[src/rtl/sls_pkg.sv]
// Shared types and constants for the load/store micro-sequencer:
// state encoding, entry-state codes, address-source encodings and the
// entry-code decoder used when a request is captured.
package sls_pkg;

   typedef enum logic [2:0] {
      IDLE = 3'd0,
      ADDR = 3'd1,
      XFER = 3'd2,
      WB   = 3'd3,
      DONE = 3'd4,
      ERR  = 3'd5
   } sls_state_e;

   // Entry-state codes produced by the addressing-mode encoder
   localparam logic [7:0] SLS_IMM_OFF  = 8'd16;
   localparam logic [7:0] SLS_IMM_POST = 8'd17;
   localparam logic [7:0] SLS_IMM_PRE  = 8'd19;
   localparam logic [7:0] SLS_REG_OFF  = 8'd21;
   localparam logic [7:0] SLS_REG_POST = 8'd22;
   localparam logic [7:0] SLS_REG_PRE  = 8'd23;
   localparam logic [7:0] SLS_MUL_RN   = 8'd30;
   localparam logic [7:0] SLS_MUL_RN4  = 8'd31;

   // addr_src encodings
   localparam logic [1:0] SRC_RN     = 2'd0;
   localparam logic [1:0] SRC_RN_OFF = 2'd1;
   localparam logic [1:0] SRC_RN_4   = 2'd2;
   localparam logic [1:0] SRC_MAR_4  = 2'd3;

   // Everything the sequencer needs to know about an operation, decoded once
   typedef struct packed {
      logic       legal;
      logic       mul;        // load/store multiple
      logic       wb_need;    // base write-back (multiples: filled from wback)
      logic       reg_off;    // register offset rather than immediate
      logic [1:0] first_src;  // address source for the first ADDR cycle
   } sls_op_t;

   function automatic sls_op_t sls_decode(input logic [7:0] code);
      sls_op_t op;
      op = '0;
      op.legal = 1'b1;
      case (code)
         SLS_IMM_OFF:  op.first_src = SRC_RN_OFF;
         SLS_IMM_POST: begin op.first_src = SRC_RN;     op.wb_need = 1'b1; end
         SLS_IMM_PRE:  begin op.first_src = SRC_RN_OFF; op.wb_need = 1'b1; end
         SLS_REG_OFF:  begin op.first_src = SRC_RN_OFF; op.reg_off = 1'b1; end
         SLS_REG_POST: begin op.first_src = SRC_RN;     op.reg_off = 1'b1; op.wb_need = 1'b1; end
         SLS_REG_PRE:  begin op.first_src = SRC_RN_OFF; op.reg_off = 1'b1; op.wb_need = 1'b1; end
         SLS_MUL_RN:   begin op.first_src = SRC_RN;     op.mul = 1'b1; end
         SLS_MUL_RN4:  begin op.first_src = SRC_RN_4;   op.mul = 1'b1; end
         default:      op.legal = 1'b0;
      endcase
      return op;
   endfunction

endpackage

[src/rtl/sls_reg_picker.sv]
// Combinational lowest-set-bit finder over the remaining register list.
module sls_reg_picker #(
   parameter int NREGS = 16
) (
   input  logic [NREGS-1:0] req_bits,
   output logic [3:0]       idx,
   output logic             any
);

   // Scan from the top down so the lowest set bit is the last one written
   always_comb begin
      idx = '0;
      any = 1'b0;
      for (int i = NREGS - 1; i >= 0; i--) begin
         if (req_bits[i]) begin
            idx = 4'(i);
            any = 1'b1;
         end
      end
   end

endmodule

[src/rtl/sls_sequencer.sv]
// Load/store micro-sequencer: runs MAR load, memory request with MFC
// handshake, destination load and base write-back for single and multiple
// transfers. Optional MFC timeout enabled by defining SLS_TIMEOUT_EN.
module sls_sequencer
   import sls_pkg::*;
#(
   parameter int CODE_W         = 8,
   parameter int NREGS          = 16,
   parameter int TIMEOUT_CYCLES = 255
) (
   input  logic              clk,
   input  logic              reset_n,
   input  logic              start,
   input  logic [CODE_W-1:0] entry_code,
   input  logic              is_load,
   input  logic              up,
   input  logic              wback,
   input  logic [NREGS-1:0]  reg_list,
   input  logic              mfc,
   output logic              busy,
   output logic              mar_ld,
   output logic [1:0]        addr_src,
   output logic              off_src,
   output logic              mem_req,
   output logic              mem_rw,
   output logic              rd_ld,
   output logic [3:0]        reg_idx,
   output logic              rn_wb,
   output logic              wb_src,
   output logic              done,
   output logic              err
);

   sls_state_e       state_reg, state_next;
   sls_op_t          op_reg, cap_op;
   logic             is_load_reg, up_reg, first_reg;
   logic [NREGS-1:0] list_reg, cur_bit;
   logic [3:0]       pick_idx;
   logic             pick_any, rest_any, tmo_hit, code_hi_zero;

   sls_reg_picker #(.NREGS(NREGS)) u_picker (
      .req_bits (list_reg),
      .idx      (pick_idx),
      .any      (pick_any)
   );

   // Decode the incoming code; bits above the 8-bit code space make it illegal
   assign code_hi_zero = ((entry_code >> 8) == '0);
   always_comb begin
      cap_op = sls_decode(8'(entry_code));
      cap_op.legal = cap_op.legal & code_hi_zero;
      if (cap_op.mul)
         cap_op.wb_need = wback;
   end

   assign cur_bit  = NREGS'(1) << pick_idx;
   assign rest_any = |(list_reg & ~cur_bit);

`ifdef SLS_TIMEOUT_EN
   logic [7:0] tmo_cnt_reg;

   // Count XFER cycles; any other state clears, so each XFER entry starts at 0
   always_ff @(posedge clk or negedge reset_n) begin
      if (!reset_n)
         tmo_cnt_reg <= '0;
      else if (state_reg != XFER)
         tmo_cnt_reg <= '0;
      else
         tmo_cnt_reg <= tmo_cnt_reg + 8'd1;
   end

   assign tmo_hit = (tmo_cnt_reg == 8'(TIMEOUT_CYCLES - 1));

   // up only steers the external address adder
   logic unused_ok;
   assign unused_ok = up_reg;
`else
   assign tmo_hit = 1'b0;

   // up only steers the external address adder; no timeout counter here
   logic unused_ok;
   assign unused_ok = up_reg ^ (TIMEOUT_CYCLES == 0);
`endif

   // State register
   always_ff @(posedge clk or negedge reset_n) begin
      if (!reset_n)
         state_reg <= IDLE;
      else
         state_reg <= state_next;
   end

   // Latch the operation in IDLE; consume list bits as each transfer completes
   always_ff @(posedge clk or negedge reset_n) begin
      if (!reset_n) begin
         op_reg      <= '0;
         is_load_reg <= 1'b0;
         up_reg      <= 1'b0;
         first_reg   <= 1'b0;
         list_reg    <= '0;
      end else if (state_reg == IDLE) begin
         if (start) begin
            op_reg      <= cap_op;
            is_load_reg <= is_load;
            up_reg      <= up;
            first_reg   <= 1'b1;
            list_reg    <= reg_list;
         end
      end else if (state_reg == XFER && mfc) begin
         first_reg <= 1'b0;
         if (op_reg.mul)
            list_reg <= list_reg & ~cur_bit;
      end
   end

   // Next-state logic
   always_comb begin
      state_next = state_reg;
      case (state_reg)
         IDLE: if (start) begin
            if (!cap_op.legal || (cap_op.mul && reg_list == '0))
               state_next = ERR;
            else
               state_next = ADDR;
         end
         ADDR: state_next = XFER;
         XFER: begin
            if (mfc) begin
               if (op_reg.mul && rest_any)
                  state_next = ADDR;
               else if (op_reg.wb_need)
                  state_next = WB;
               else
                  state_next = DONE;
            end else if (tmo_hit) begin
               state_next = ERR;
            end
         end
         WB:      state_next = DONE;
         DONE:    state_next = IDLE;
         ERR:     state_next = IDLE;
         default: state_next = IDLE;
      endcase
   end

   // Outputs decoded from state; off_src is driven where the offset is consumed
   always_comb begin
      busy     = (state_reg != IDLE);
      mar_ld   = 1'b0;
      addr_src = SRC_RN;
      off_src  = 1'b0;
      mem_req  = 1'b0;
      mem_rw   = 1'b0;
      rd_ld    = 1'b0;
      reg_idx  = '0;
      rn_wb    = 1'b0;
      wb_src   = 1'b0;
      done     = 1'b0;
      err      = 1'b0;
      case (state_reg)
         ADDR: begin
            mar_ld   = 1'b1;
            addr_src = first_reg ? op_reg.first_src : SRC_MAR_4;
            off_src  = op_reg.reg_off;
            reg_idx  = (op_reg.mul && pick_any) ? pick_idx : 4'd0;
         end
         XFER: begin
            mem_req  = 1'b1;
            mem_rw   = is_load_reg;
            rd_ld    = mfc & is_load_reg;
            reg_idx  = (op_reg.mul && pick_any) ? pick_idx : 4'd0;
         end
         WB: begin
            rn_wb    = 1'b1;
            wb_src   = op_reg.mul;
            off_src  = op_reg.reg_off;
         end
         DONE:    done = 1'b1;
         ERR:     err  = 1'b1;
         default: ;
      endcase
   end

endmodule
[config.mk]
export PLATFORM = sky130hd
export DESIGN_NAME = sls_sequencer
export DESIGN_NICKNAME = d
export VERILOG_FILES = /design/src/rtl/sls_pkg.sv /design/src/rtl/sls_reg_picker.sv /design/src/rtl/sls_sequencer.sv
export SDC_FILE = /design/constraint.sdc
export NUM_CORES = 1
export LEC_CHECK = 0
export ABC_CLOCK_PERIOD_IN_PS = 6800
export BUFFER_PORTS_ARGS = -buffer_cell sky130_fd_sc_hd__clkbuf_2
export CAP_MARGIN = 5
export CORE_MARGIN = 1
export CORE_UTILIZATION = 26
export CTS_CLUSTER_SIZE = 20
export DETAILED_ROUTE_END_ITERATION = 10
export SYNTH_ARGS = -nofsm -noshare
export SYNTH_HDL_FRONTEND = slang
export SYNTH_HIERARCHICAL = 1
export SYNTH_SLANG_ARGS = --single-unit
export TNS_END_PERCENT = 10
[constraint.sdc]
create_clock -name clk -period 6.8 [get_ports clk]
set_input_delay 1.7 -clock clk [delete_from_list [all_inputs] [get_ports clk]]
set_output_delay 1.7 -clock clk [all_outputs]
set_load 0.02 [all_outputs]
=== Yosys cells after proc, flatten, opt, wreduce, memory -nomap -nowiden ===
Index checks and enable logic that the tools add are counted.

* Bits of input ports: 31
* Output and inout port bits: 16
* Flip-flop bits (word level): 26

* Bitwise logic cells: 3
* Shift operators: 1
* Reduce and logical (&&, ||, !) cells: 23
* Eq/ne operators: 15
* Mux-type cells: 64

{| class="wikitable"
|+ Operators by type and width
! cell !! number
|-
| two-way mux 4 bit || 18
|-
| equality test 8 x 5 -> 1 bit (second input constant) || 8
|-
| two-way mux 16 bit || 4
|-
| two-way mux 1 bit || 33
|-
| bitwise AND 16 bit || 1
|-
| logical NOT 16 bit || 1
|-
| inverter 16 bit || 1
|-
| OR reduction 16 bit || 1
|-
| left shift 1 x 4 -> 16 bit (first input constant) || 1
|-
| two-way mux 3 bit || 5
|-
| one-hot mux 3 bit (4 select lines) || 1
|-
| OR reduction 4 bit || 2
|-
| OR reduction 8 bit || 1
|-
| equality test 3 x 2 -> 1 bit (second input constant) || 2
|-
| equality test 3 bit (second input constant) || 2
|-
| AND reduction 2 bit || 3
|-
| OR reduction 2 bit || 3
|-
| logical AND 1 bit || 4
|-
| two-way mux 2 bit || 2
|-
| inequality test 2 bit (second input constant) || 2
|-
| one-hot mux 2 bit (2 select lines) || 1
|-
| nonzero test 2 bit || 2
|-
| equality test 3 x 1 -> 1 bit (second input constant) || 1
|-
| logical NOT 3 bit || 1
|-
| other kinds (6) || 6
|}

=== Depth between registers and ports, before layout ===
Gate-level depths: netlist of the first run.

* Word-level depth: 24
* Mapped depth: 12
* Mapped depth without buffers: 10

=== Hierarchy ===
Netlist of the first run, hierarchy kept.

{| class="wikitable"
|+ By module, submodules not included
! module !! area an instance (sq um) !! sequential area each (sq um) !! times used !! cells each
|-
| sls_sequencer || 1,659.1 || 650.6 || 1 || 208
|-
| sls_reg_picker || 178.9 || 0.0 || 1 || 33
|}

=== Least setup slack after synthesis of the first run ===
Ideal clock, no wire load.

* Path type: reg-to-output
* Start: register list_reg[14]
* End: output reg_idx[0]
* Setup slack: 2.993 ns
* Stages on the path, launching flop included: 9
* Arrival time: 2.107 ns
* Buffers on the path: 2
* Cell sequence: dfrtp_1 inv_1 a21oi_1 o311a_2 o22ai_1 buf_6 buf_2 inv_1 nor4_1

* Elaborated cells on any way between the ends: 33
* Those cells by class: 32 x mux; 1 x reduce/logical

{| class="wikitable"
|+ RTL lines
! element !! RTL line !! RTL
|-
| start: declaration || sls_sequencer.sv:37 || <nowiki>logic [NREGS-1:0] list_reg, cur_bit;</nowiki>
|-
| start signal: assignment || sls_sequencer.sv:107 || <nowiki>list_reg <= reg_list;</nowiki>
|-
| start signal: assignment || sls_sequencer.sv:112 || <nowiki>list_reg <= list_reg & ~cur_bit;</nowiki>
|-
| two-way mux 4 bit (15 in series) || sls_reg_picker.sv:15 || <nowiki>if (req_bits[i]) begin</nowiki>
|-
| via pick_idx[0] || sls_sequencer.sv:38 || <nowiki>logic [3:0] pick_idx;</nowiki>
|-
| two-way mux 4 bit || sls_sequencer.sv:165, sls_sequencer.sv:171 ||
|-
| two-way mux 4 bit || - ||
|-
| end: declaration || sls_sequencer.sv:27 || <nowiki>output logic [3:0] reg_idx,</nowiki>
|}

The timed path passes the listed nets, and every way through them passes these cells.

=== Worst setup path after layout of the first run ===
* Start: register list_reg[10]
* End: output reg_idx[2]

* Elaborated cells on any way between the ends: 25
* Those cells by class: 24 x mux; 1 x reduce/logical

{| class="wikitable"
|+ RTL lines
! element !! RTL line
|-
| two-way mux 4 bit (11 in series) || sls_reg_picker.sv:15
|-
| via pick_idx[2] || sls_sequencer.sv:38
|-
| two-way mux 4 bit || sls_sequencer.sv:165, sls_sequencer.sv:171
|-
| two-way mux 4 bit || -
|}

The timed path passes the listed nets, and every way through them passes these cells.

==> flow_summary.toml, run 1 <==
[global_route]
track_usage = 0.147
grt_max_degree = 27
antenna_found_initial = 0
grt_pass1_wl_mm = 8.67
grt_pass1_vias = 1854
grt.overflow.total = 0

[worst_setup_path]
worstPathRequired_ps = 5100
crit_type = "flip-flop to output port"
crit_path_start_kind = "flip-flop"
crit_arrival_ps = 2390
crit_path_max_fanout = 14
crit_path_end_kind = "output port"

[yosys]
synthTopCellsByArea = "dfrtp_1, nand2_1, o21ai_0"
synthXorXnorAreaFrac = 0.00953
synth_top_area_frac = 0.354
muxShareOfSynthArea = 0.0109
synth-simple-area-share = 0.338
synth-adder-area-share = 0
syn_inst = 241
synth-compound-area-share = 0.231
ys_ff_latch = 26
synth_top_family_by_area = "simple AND/OR/NAND/NOR gates"
synth.distinct_cells = 45
syn_area_sq_um = 1840
syn_area_per_cell_sq_um = 7.63
ys_seq_area_frac = 0.354
syn-num-nets = 272
synth_top_cell_by_area = "dfrtp_1"
yosys_warnings = 6

[die]
num_rows = 30
initial_core_util = 0.271
die_w_microns = 86.1
die_h_microns = 86.1
design.core.area_sq_um = 6790
design.portCount = 47
dieArea_sq_um = 7410

[drt]
antenna_left = 0
remaining_drc_errors = 0
drt_wl_total_mm = 5.26
vias = 1902
post_drt_wl_per_cell_microns = 13.9
drtPass1Iterations = 4
vias_per_cell = 5.02
drt_iter0_markers = 120

[worst_hold_path]
hold_path.class = "flip-flop to flip-flop"

[power]
ir_drop_uv = 195
power.leakage_nw = 0.974
p_total_mw = 0.912
powerDensity_nw_per_um2 = 413

[clock_network]
clock_path_buffers = 2
cts.clk_slew.worst_paths_ps = 90
cts_buffers = 3
cts_max_level = 1
holdBufCountCts = 0
cts_sinks = 26
cts_resized = 0
cts_tree = "yes"
postCtsSetupRepairBufs = 0
cts_root_buffer = "clkbuf_8"
worstSkewPairLatency_ps = 260

[sta]
holdWs_ps = 511
max_slew.worst_pin.slew_ps = 1080
rsz0062_at_grt = "false"
min_period_ps = 4090
maxSlewViolCount = 0
setup_viol = 0
slew_headroom = 0.278
fmax_ghz = 0.245
tns_ps = 0
final-hold-violation-count = 0
period_share = 0.601
finalClockSkew_ps = 3.58

[cells_and_area]
final_cell_mix = "nand2_1, clkbuf_2, dfrtp_1"
largest_reg_flops = 16
fin_area_sq_um = 2210
area_growth_pct = 20.2
layout_commonest_cell = "nand2_1"
drive_gt1_frac = 0.216
diodes = 0
fin_nets = 315

[placement]
port_buffers = 45
dp_hpwl_mm = 3.99
place.gp.congestion = 0.829
placed_area_sq_um = 2150

[run_status]
status = "finished, final reports clean"

[job]
cap_violations = 0
[layer usage]
layer,wire [microns],vias up,track usage
met4,108,0,0.0394
li1,-,940,-
met2,2450,57,0.253
met3,285,8,0.0231
met5,0,-,0
met1,2420,897,0.190
[worst paths after layout]
kind                                                from  slack [ps]                  endpoint  depth (start not counted)
worst max-delay path            list_reg[10]$_DFFE_PN0P_        2710                reg_idx[2]                          5
worst min-delay path               op_reg[3]$_DFFE_PN0P_         510     op_reg[3]$_DFFE_PN0P_                          2
worst max register to register  list_reg[10]$_DFFE_PN0P_        3560  state_reg[2]$_DFFE_PN0P_                          9
worst min register to register     op_reg[3]$_DFFE_PN0P_         510     op_reg[3]$_DFFE_PN0P_                          2
max in group asynchronous                        reset_n        4930     op_reg[3]$_DFFE_PN0P_                          1
min in group asynchronous                        reset_n        1450   is_load_reg$_DFFE_PN0P_                          1
[power breakdown]
group          total, mW  leakage (nW)  switching (mW)  internal, mW
registers          0.323         0.316           0.104         0.219
clock network     0.0994        0.0288          0.0477        0.0517
logic              0.489         0.629           0.301         0.189
[worst max-delay path, stage by stage (launching register included)]
cell,delay (ps)
dfrtp_1,470
nor4_2,330
nand2_1,90
a21oi_1,800
and2_1,260
clkbuf_2,170
[cells in the mapped netlist (all sizes together)]
library cell / count
nor4: 6
nand2: 47
and3b: 2
a21boi: 1
a41oi: 2
a222oi: 1
dfrtp: 26
a21o: 3
nand4bb: 1
or2: 2
nand3b: 2
nor4b: 2
clkbuf: 7
nor2b: 7
or3b: 1
nor3b: 8
inv: 12
a41o: 1
and2b: 1
or3: 1
nand3: 2
buf: 4
nand4: 2
nor3: 6
xnor2: 2
a211oi: 1
o21a: 1
nor2: 16
a31oi: 9
and3: 3
o311a: 1
o211ai: 1
mux2i: 2
or4b: 2
o31ai: 2
o22ai: 3
and2: 6
o21ai: 25
a21oi: 18
a311o: 1
o32ai: 1
[area by class of cell]
type / count / area [sq um]
fillers: 732 / 4580
multi-input cells: 192 / 1080
flip-flops and latches: 26 / 651
repair buffers: 49 / 255
well taps: 96 / 120
clock buffers: 4 / 55.1
inverters: 12 / 45.0
[through the flow]
step	worst slack, ps	instances	utilization
floorplan	2990	241	-
global route	2630	379	0.325
detailed placement	2950	375	0.317
global placement	2970	375	0.317
CTS	2770	379	0.325
finish	2710	379	0.325
[cells by family after synthesis]
logic type / Yosys count
mux: 2
buf+inv: 23
compound gates: 71
simple gates: 117
xor+xnor: 2
flops: 26
No activity file was read; power rests on OpenSTA's default activity.
==> inputs of run 2 (changes only) <==
--- a/config.mk
+++ b/config.mk
@@ -5,7 +5,7 @@
 export SDC_FILE = /design/constraint.sdc
 export NUM_CORES = 1
 export LEC_CHECK = 0
-export ABC_CLOCK_PERIOD_IN_PS = 6800
+export ABC_CLOCK_PERIOD_IN_PS = 3550
 export BUFFER_PORTS_ARGS = -buffer_cell sky130_fd_sc_hd__clkbuf_2
 export CAP_MARGIN = 5
 export CORE_MARGIN = 1
==> constraint.sdc (replaced) <==
create_clock -name clk -period 3.55 [get_ports clk]
set_input_delay 0.8875 -clock clk [delete_from_list [all_inputs] [get_ports clk]]
set_output_delay 0.8875 -clock clk [all_outputs]
set_load 0.02 [all_outputs]
==> flow_summary.toml, run 2 (synthesized netlist as in run 1, its figures left out) <==
[sta]
period_share = 0.901
max_slew.worst_pin.slew_ps = 1070
min_period_ps = 3200
slew_headroom = 0.282
finalClockSkew_ps = 4.52
rsz0062_at_grt = "false"
final-hold-violation-count = 0
maxSlewViolCount = 0
holdWs_ps = 506
setup_viol = 0
tns_ps = 0
fmax_ghz = 0.313

[run_status]
status = "finished, final reports clean"

[drt]
drt_iter0_markers = 86
drtPass1Iterations = 4
vias = 1904
remaining_drc_errors = 0
drt_wl_total_mm = 5.11
vias_per_cell = 5.01
post_drt_wl_per_cell_microns = 13.4
antenna_left = 0

[cells_and_area]
fin_nets = 317
fill_cells = 737
layoutNonFillerInstCount = 380
layout_commonest_cell = "nand2_1"
seq_area_sq_um = 651
diodes = 0
final_cell_mix = "nand2_1, clkbuf_2, dfrtp_1"
fin_area_sq_um = 2210
multiInputGateArea_sq_um = 1080
area_growth_pct = 20.3
drive_gt1_frac = 0.218
largest_reg_flops = 16

[worst_setup_path]
timing.rr.end = "state_reg[2]$_DFFE_PN0P_"
crit_path_end_kind = "output port"
ff2ff_setup_slack_ps = 550
r2r_cells = 9
crit_path_start_kind = "flip-flop"
r2r-start = "list_reg[7]$_DFFE_PN0P_"
crit_type = "flip-flop to output port"
crit_path_max_fanout = 11
worstPathRequired_ps = 2660
crit_arrival_ps = 2310
cp-startpoint = "list_reg[12]$_DFFE_PN0P_"
endpoint = "reg_idx[1]"

[die]
dieArea_sq_um = 7410
die_h_microns = 86.1
design.core.area_sq_um = 6790
design.portCount = 47
num_rows = 30
die_w_microns = 86.1
initial_core_util = 0.271

[global_route]
grt_pass1_vias = 1920
grt_max_degree = 27
grt_pass1_wl_mm = 8.70
track_usage = 0.147
antenna_found_initial = 0
grt.overflow.total = 0

[power]
ir_drop_uv = 340
power.leakage_nw = 0.977
powerDensity_nw_per_um2 = 779

[clock_network]
cts_buffers = 3
cts_max_level = 1
cts_resized = 0
cts_root_buffer = "clkbuf_8"
cts_sinks = 26
cts_tree = "yes"
postCtsSetupRepairBufs = 0
worstSkewPairLatency_ps = 270
holdBufCountCts = 0
cts.clk_slew.worst_paths_ps = 90
clock_path_buffers = 2

[placement]
dp.cells = 377
dp_hpwl_mm = 3.98
placed_area_sq_um = 2170
port_buffers = 45
place.gp.congestion = 0.854

[job]
cap_violations = 0

[worst_hold_path]
hold_path.class = "flip-flop to flip-flop"
## run 2: metal layers
metal / wire, microns / global-route usage / part of all wire / vias to the layer above
li1: - / - / - / 953
met1: 2350 / 0.189 / 0.46 / 892
met2: 2400 / 0.249 / 0.47 / 52
met3: 270 / 0.0269 / 0.053 / 7
met4: 80 / 0.0470 / 0.016 / 0
met5: 0 / 0 / 0 / -
## run 2: layout make-up
class	instances	area share
Multi-Input combinational cell	192	0.490
Sequential cell	26	0.294
Timing Repair Buffer	51	0.122
Tap cell	96	0.0543
Inverter	12	0.0204
Clock buffer	3	0.0187
## run 2: worst min-delay path by stage
stage / from / to / slack [ps] / depth (start not counted)
floorplan: op_reg[2]$_DFFE_PN0P_ / op_reg[2]$_DFFE_PN0P_ / 440 / 2
global placement: op_reg[2]$_DFFE_PN0P_ / op_reg[2]$_DFFE_PN0P_ / 480 / 2
detailed placement: op_reg[2]$_DFFE_PN0P_ / op_reg[2]$_DFFE_PN0P_ / 480 / 2
CTS: op_reg[2]$_DFFE_PN0P_ / op_reg[2]$_DFFE_PN0P_ / 500 / 2
global route: op_reg[2]$_DFFE_PN0P_ / op_reg[2]$_DFFE_PN0P_ / 550 / 2
finish: is_load_reg$_DFFE_PN0P_ / is_load_reg$_DFFE_PN0P_ / 510 / 2
## run 2: critical path, stage by stage, from the launching register on
cell and delay [ps]:
dfrtp_1 450, nor3_1 210, o31ai_1 100, a31oi_1 650, buf_4 300, and2_1 160, clkbuf_2 170
## run 2: per-stage QoR
stage | power (mW) | utilization | worst slack (ps)
after global placement | 1.55 | 0.319 | 685
after CTS | 1.73 | 0.325 | 382
final | 1.72 | 0.325 | 353
after floorplan | 1.30 | - | 555
after global routing | 1.90 | 0.325 | 207
after detailed placement | 1.56 | 0.319 | 636
## run 2: power breakdown
group	leakage, nW	switching [mW]	internal, mW
registers	0.316	0.194	0.419
clock network	0.0216	0.0896	0.0761
logic	0.640	0.573	0.371
total	0.977	0.856	0.866
